<file path="src/rtl/ibex_trace_streamer.sv">
// Buffers retired-instruction RVFI records and streams them out as 32-bit words.
// Define IBEX_TRACE_MEM_EN to add memory fields (W4/W5, plus W6 on stores).
module ibex_trace_streamer #(
   parameter int unsigned Depth = 4
) (
   input  logic        clk_i,
   input  logic        rst_ni,
   input  logic        trace_en_i,
   input  logic        rvfi_valid,
   input  logic [63:0] rvfi_order,
   input  logic [31:0] rvfi_insn,
   input  logic        rvfi_trap,
   input  logic        rvfi_halt,
   input  logic        rvfi_intr,
   input  logic [1:0]  rvfi_mode,
   input  logic [4:0]  rvfi_rd_addr,
   input  logic [31:0] rvfi_rd_wdata,
   input  logic [31:0] rvfi_pc_rdata,
   input  logic [31:0] rvfi_mem_addr,
   input  logic [3:0]  rvfi_mem_rmask,
   input  logic [3:0]  rvfi_mem_wmask,
   input  logic [31:0] rvfi_mem_wdata,
   output logic        trace_valid_o,
   input  logic        trace_ready_i,
   output logic [31:0] trace_data_o,
   output logic        trace_last_o,
   output logic [15:0] drop_count_o
);

   localparam int unsigned AW = (Depth > 1) ? $clog2(Depth) : 1;

   typedef enum logic {IDLE, SEND} state_e;

   state_e        r_state;
   logic [2:0]    r_idx;
   logic [AW-1:0] r_wr_ptr;
   logic [AW-1:0] r_rd_ptr;
   logic [AW:0]   r_count;
   logic          r_ovf;
   logic [15:0]   r_drops;

   logic [31:0]   r_w0    [Depth];
   logic [31:0]   r_pc    [Depth];
   logic [31:0]   r_insn  [Depth];
   logic [31:0]   r_wdata [Depth];
`ifdef IBEX_TRACE_MEM_EN
   logic [31:0]   r_maddr  [Depth];
   logic [3:0]    r_rmask  [Depth];
   logic [3:0]    r_wmask  [Depth];
   logic [31:0]   r_mwdata [Depth];
`endif

   logic        w_full;
   logic        w_attempt;
   logic        w_accept;
   logic        w_drop;
   logic        w_hs;
   logic        w_pop;
   logic [2:0]  w_len;
   logic [31:0] w_w0;
   logic [31:0] w_data;
   logic        w_unused;

`ifdef IBEX_TRACE_MEM_EN
   assign w_unused = ^rvfi_order[63:16];
   assign w_len    = (r_wmask[r_rd_ptr] != 4'h0) ? 3'd7 : 3'd6;
`else
   assign w_unused = ^{rvfi_order[63:16], rvfi_mem_addr, rvfi_mem_rmask,
                       rvfi_mem_wmask, rvfi_mem_wdata};
   assign w_len    = 3'd4;
`endif

   // Fullness comes from the registered count, so a same-cycle pop never frees a slot.
   assign w_full    = (r_count == (AW+1)'(Depth));
   assign w_attempt = rvfi_valid & trace_en_i;
   assign w_accept  = w_attempt & ~w_full;
   assign w_drop    = w_attempt & w_full;
   assign w_hs      = (r_state == SEND) & trace_ready_i;
   assign w_pop     = w_hs & (r_idx == w_len - 3'd1);
   assign w_w0      = {r_ovf, rvfi_trap, rvfi_halt, rvfi_intr, rvfi_mode,
                       rvfi_rd_addr, 5'b0, rvfi_order[15:0]};

   always_ff @(posedge clk_i) begin
      if (w_accept) begin
         r_w0[r_wr_ptr]    <= w_w0;
         r_pc[r_wr_ptr]    <= rvfi_pc_rdata;
         r_insn[r_wr_ptr]  <= rvfi_insn;
         r_wdata[r_wr_ptr] <= rvfi_rd_wdata;
`ifdef IBEX_TRACE_MEM_EN
         r_maddr[r_wr_ptr]  <= rvfi_mem_addr;
         r_rmask[r_wr_ptr]  <= rvfi_mem_rmask;
         r_wmask[r_wr_ptr]  <= rvfi_mem_wmask;
         r_mwdata[r_wr_ptr] <= rvfi_mem_wdata;
`endif
      end
   end

   always_ff @(posedge clk_i or negedge rst_ni) begin
      if (!rst_ni) begin
         r_wr_ptr <= '0;
         r_rd_ptr <= '0;
         r_count  <= '0;
         r_ovf    <= 1'b0;
         r_drops  <= '0;
      end else begin
         r_count <= r_count + (AW+1)'(w_accept) - (AW+1)'(w_pop);
         if (w_accept) r_wr_ptr <= r_wr_ptr + 1'b1;
         if (w_pop)    r_rd_ptr <= r_rd_ptr + 1'b1;
         if (w_drop) begin
            r_ovf <= 1'b1;
            if (r_drops != '1) r_drops <= r_drops + 16'd1;
         end else if (w_accept) begin
            r_ovf <= 1'b0;
         end
      end
   end

   // Leaving IDLE on the capture edge itself puts W0 on the bus one cycle after capture.
   always_ff @(posedge clk_i or negedge rst_ni) begin
      if (!rst_ni) begin
         r_state <= IDLE;
         r_idx   <= '0;
      end else begin
         case (r_state)
            IDLE: begin
               r_idx <= '0;
               if ((r_count != '0) || w_accept) r_state <= SEND;
            end
            SEND: begin
               if (w_pop) begin
                  r_idx <= '0;
                  if ((r_count == (AW+1)'(1)) && !w_accept) r_state <= IDLE;
               end else if (w_hs) begin
                  r_idx <= r_idx + 3'd1;
               end
            end
            default: begin
               r_state <= IDLE;
               r_idx   <= '0;
            end
         endcase
      end
   end

   always_comb begin
      w_data = '0;
      if (r_state == SEND) begin
         case (r_idx)
            3'd0: w_data = r_w0[r_rd_ptr];
            3'd1: w_data = r_pc[r_rd_ptr];
            3'd2: w_data = r_insn[r_rd_ptr];
            3'd3: w_data = r_wdata[r_rd_ptr];
`ifdef IBEX_TRACE_MEM_EN
            3'd4: w_data = r_maddr[r_rd_ptr];
            3'd5: w_data = {r_rmask[r_rd_ptr], r_wmask[r_rd_ptr], 24'b0};
            3'd6: w_data = r_mwdata[r_rd_ptr];
`endif
            default: w_data = '0;
         endcase
      end
   end

   assign trace_valid_o = (r_state == SEND);
   assign trace_last_o  = (r_state == SEND) && (r_idx == w_len - 3'd1);
   assign trace_data_o  = w_data;
   assign drop_count_o  = r_drops;

endmodule
</file>
<file path="config.mk">
export PLATFORM = sky130hd
export DESIGN_NAME = ibex_trace_streamer
export DESIGN_NICKNAME = d
export VERILOG_FILES = /design/src/rtl/ibex_trace_streamer.sv
export SDC_FILE = /design/constraint.sdc
export NUM_CORES = 1
export LEC_CHECK = 0
export BUFFER_PORTS_ARGS = -buffer_cell sky130_fd_sc_hd__buf_2
export CORE_UTILIZATION = 51
export DETAILED_ROUTE_END_ITERATION = 8
export PLACE_DENSITY = 0.79
export SLEW_MARGIN = 20
export SYNTH_ARGS = -nofsm -noshare
export SYNTH_HDL_FRONTEND = slang
export SYNTH_SLANG_ARGS = --single-unit
</file>
<file path="constraint.sdc">
create_clock -name clk_i -period 2.8 [get_ports clk_i]
set_input_delay 0.28 -clock clk_i [delete_from_list [all_inputs] [get_ports clk_i]]
set_output_delay 0.28 -clock clk_i [all_outputs]
set_load 0.1 [all_outputs]
</file>
==> impl_metrics.env <==
export IMPL_status="complete, but fails checks"
export IMPL_violations="negative setup slack"
export IMPL_grt_overflow=0
export IMPL_grt_pass1_vias=12200
export IMPL_p_comb_share_pct=51.0
export IMPL_slew_violations=0
export IMPL_crit_buf_inv=4
export IMPL_instances_no_fill=2022
export IMPL_synth_most_common_cell="edfxtp_1"
export IMPL_grt_usage_pct=24.5
export IMPL_die_x_um=200
export IMPL_final_setup_viol_count=32
export IMPL_maxCapViolations=0
export IMPL_syn_to_final_growth_pct=36.2
export IMPL_cp_end_kind="primary output"
export IMPL_drive_gt1_share_pct=34.8
export IMPL_die_area_um2=40200
export IMPL_setup_worst_path_class="register to primary output"
export IMPL_clk_pin_slew_ns=0.06
export IMPL_rows=72
export IMPL_core_um2=38700
export IMPL_routed_wirelength_mm=51.8
export IMPL_drt_iter0_drc=1022
export IMPL_synth_top_cell_area_share_pct=73.6
export IMPL_routedWlPerCell_um=25.6
export IMPL_initial_core_util_pct=51.8
export IMPL_root_buffer="clkbuf_16"
export IMPL_crit_path_max_incr_delay_ns=0.48
export IMPL_fillerInstances=2279
export IMPL_postRouteAntennaNets=0
export IMPL_dpl_cell_count=1784
export IMPL_cts_tree="yes"
export IMPL_switching_power_uw=13800
export IMPL_peakVddDrop_v=0.00162
export IMPL_slew_headroom_pct=57.2
export IMPL_path_common_cell="buf_12"
export IMPL_drc=0
export IMPL_synthTopCellsByArea="edfxtp_1 (74%), mux2i_1 (9.1%), mux4_2 (3.6%)"
export IMPL_fmax_ghz=0.334
export IMPL_ctsLongestPathBuffers=3
export IMPL_power_internal_uw=20600
export IMPL_cts_buffers=49
export IMPL_vias_per_cell=5.89
export IMPL_critPathMaxFanout=8
export IMPL_final_util_pct=70.6
export IMPL_start_kind="register"
export IMPL_portBuffers=176
export IMPL_synth_edf_count=492
export IMPL_clkPwrFrac_pct=20.6
export IMPL_h_tree_depth=2
export IMPL_grt_pass1_wl_mm=73.5
export IMPL_netlist_area_um2=20100
export IMPL_syn_num_nets=1343
export IMPL_die_y_um=200
export IMPL_worstHoldPathType="primary input to register"
export IMPL_grt_setup_unrepaired="yes"
export IMPL_cp_cell_sequence="inv_2 > ha_4 > or3b_4 > buf_12 > o22ai_2 > nor3_1 > buf_4 > a21oi_4 > buf_12"
export IMPL_hold_violations=0
export IMPL_io_pins=297
export IMPL_crit_arrival_ns=2.71
export IMPL_worst_slack_ns=-0.194
export IMPL_fin_skew_ns=0.0274
export IMPL_crit_family="buffers and inverters"
export IMPL_synthFlopType="edfxtp_1"
export IMPL_leakage_uw=0.00969
export IMPL_worstPathRequired_ns=2.52
export IMPL_ys_seq_area_share_pct=77.1
export IMPL_synth_top_area_cell="edfxtp_1"
export IMPL_postSynthCellCount=1085
export IMPL_ys_ff_latch=520
export IMPL_dr_pass1_iters=6
export IMPL_routabilityCongestion=0.757
export IMPL_critical_path_slowest_cell="or3b_4"
export IMPL_seq_power_share_pct=28.4
export IMPL_finalCritPeriodShare_pct=107
export IMPL_clk_latency_ns=0.59
export IMPL_grt_max_degree=67
export IMPL_swShare_pct=40.2
export IMPL_num_nets_final=1720
export IMPL_power_density_nw_per_um2=1260
export IMPL_ys_async_sr_fraction_pct=5.38
export IMPL_synth_commonest_cells="edfxtp_1 (492), mux2i_1 (183), o22ai_1 (91)"
export IMPL_synth_warnings=0
export IMPL_dp_hpwl_mm=25.7
export IMPL_antenna_found_initial=3
export IMPL_clock_sinks=520
export IMPL_avgSynthCellArea_um2=18.5
export IMPL_ys_types=40
export IMPL_final_min_clock_period_ns=2.99
export IMPL_vias=11900
export IMPL_hold_slack_ns=0.255
export IMPL_worstMarginPinSlew_ns=0.642
## metal layers
metal | global-route usage, % | vias up | part of all wire (%)
met3 | 4.13 | 118 | 6.2
met2 | 39.8 | 540 | 51
met1 | 33.2 | 6112 | 40
li1 | - | 5137 | -
met5 | 0 | - | 0
met4 | 9.60 | 0 | 3.2
## area by class of cell
class / count / area [um^2] / area share, %
repair buffers: 381 / 3900 / 14.3
inverters: 6 / 22.5 / 0.0824
flip-flops and latches: 520 / 15500 / 56.6
clock buffers: 62 / 1380 / 5.05
multi-input cells: 504 / 5550 / 20.3
well taps: 518 / 648 / 2.37
clock inverters: 27 / 343 / 1.25
diodes: 4 / 10.0 / 0.0366
## path summary, 6_finish.rpt
check                                               end  slack, ns                         start  cells after the start
max                                     trace_data_o[5]      -0.19          r_idx[0]$_DFFE_PN0P_                      9
min                                   r_ovf$_DFFE_PN0P_       0.25                    trace_en_i                      4
max reg2reg                        r_count[2]$_DFF_PN0_       0.33          r_idx[0]$_DFFE_PN0P_                      9
min reg2reg                drop_count_o[15]$_DFFE_PN0P_       0.51  drop_count_o[15]$_DFFE_PN0P_                      1
max in group asynchronous       r_rd_ptr[1]$_DFFE_PN0P_       2.06                        rst_ni                      2
min in group asynchronous       r_rd_ptr[1]$_DFFE_PN0P_       0.27                        rst_ni                      2
## layout by cell type (no fill, tap or decap), drive strengths merged, types with 10 or more instances in the layout
master	n
buf	250
nor2	11
mux2i	183
clkbuf	67
edfxtp	492
clkinv	16
a21oi	30
o22ai	91
dlygate4sd3	124
mux4	32
dfrtp	28
ha	10
xor2	12
nand2	37
nor3	31
## state kept, by name (all words and copies together) (netlist names), 2 cells and up
register and flops:
r_insn 128, r_pc 128, r_wdata 128, r_w0 108, drop_count_o 16, r_count 3, r_idx 3, r_rd_ptr 2
r_wr_ptr 2
## per-stage QoR
stage	worst slack, ns	setup TNS [ns]	power (uW)	instance area (um^2)
after floorplan	-0.278	-1.21	19000	20300
after global placement	0.289	0	24200	22900
after detailed placement	0.236	0	24400	22900
after CTS	-0.165	-3.62	33300	26800
after global routing	-0.270	-6.17	35300	27300
final	-0.194	-4.22	34400	27300
## power by group through the flow
stage	Clock, uW	Sequential, uW	Combinational (uW)
detailed placement	0	9850	14500
CTS	7090	9700	16500
global route	7440	9790	18000
floorplan	0	9970	9070
global placement	0	9800	14400
finish	7080	9740	17500
## worst min-delay path: stages
cell and delay [ns]:
buf_2 0.11, and2_1 0.22, nor2_1 0.12, nor2_1 0.06
## cell families (layout without fill, tap and decap cells)
kind of cell	count (synthesis)	count (layout)	share of synthesized area, %
AO/OA/AOI/OAI	133	133	3.98
buffers and inverters	61	476	1.22
multiplexers	220	220	13.0
adder cells (fa/ha/maj)	11	11	0.723
other	0	4	0
flip-flops	520	520	77.1
AND/OR/NAND/NOR	124	124	3.29
XOR/XNOR	16	16	0.698
## timing repair
item                                   4_1_cts  5_1_grt
hold buffers                               124        0
gates cloned                                11        4
pin swaps                                   33       22
setup buffers                               10       10
resized for setup                          112       71
endpoints found under the hold margin      517        0
setup endpoints to repair                   32       33
No activity file was read; power rests on OpenSTA's default activity.
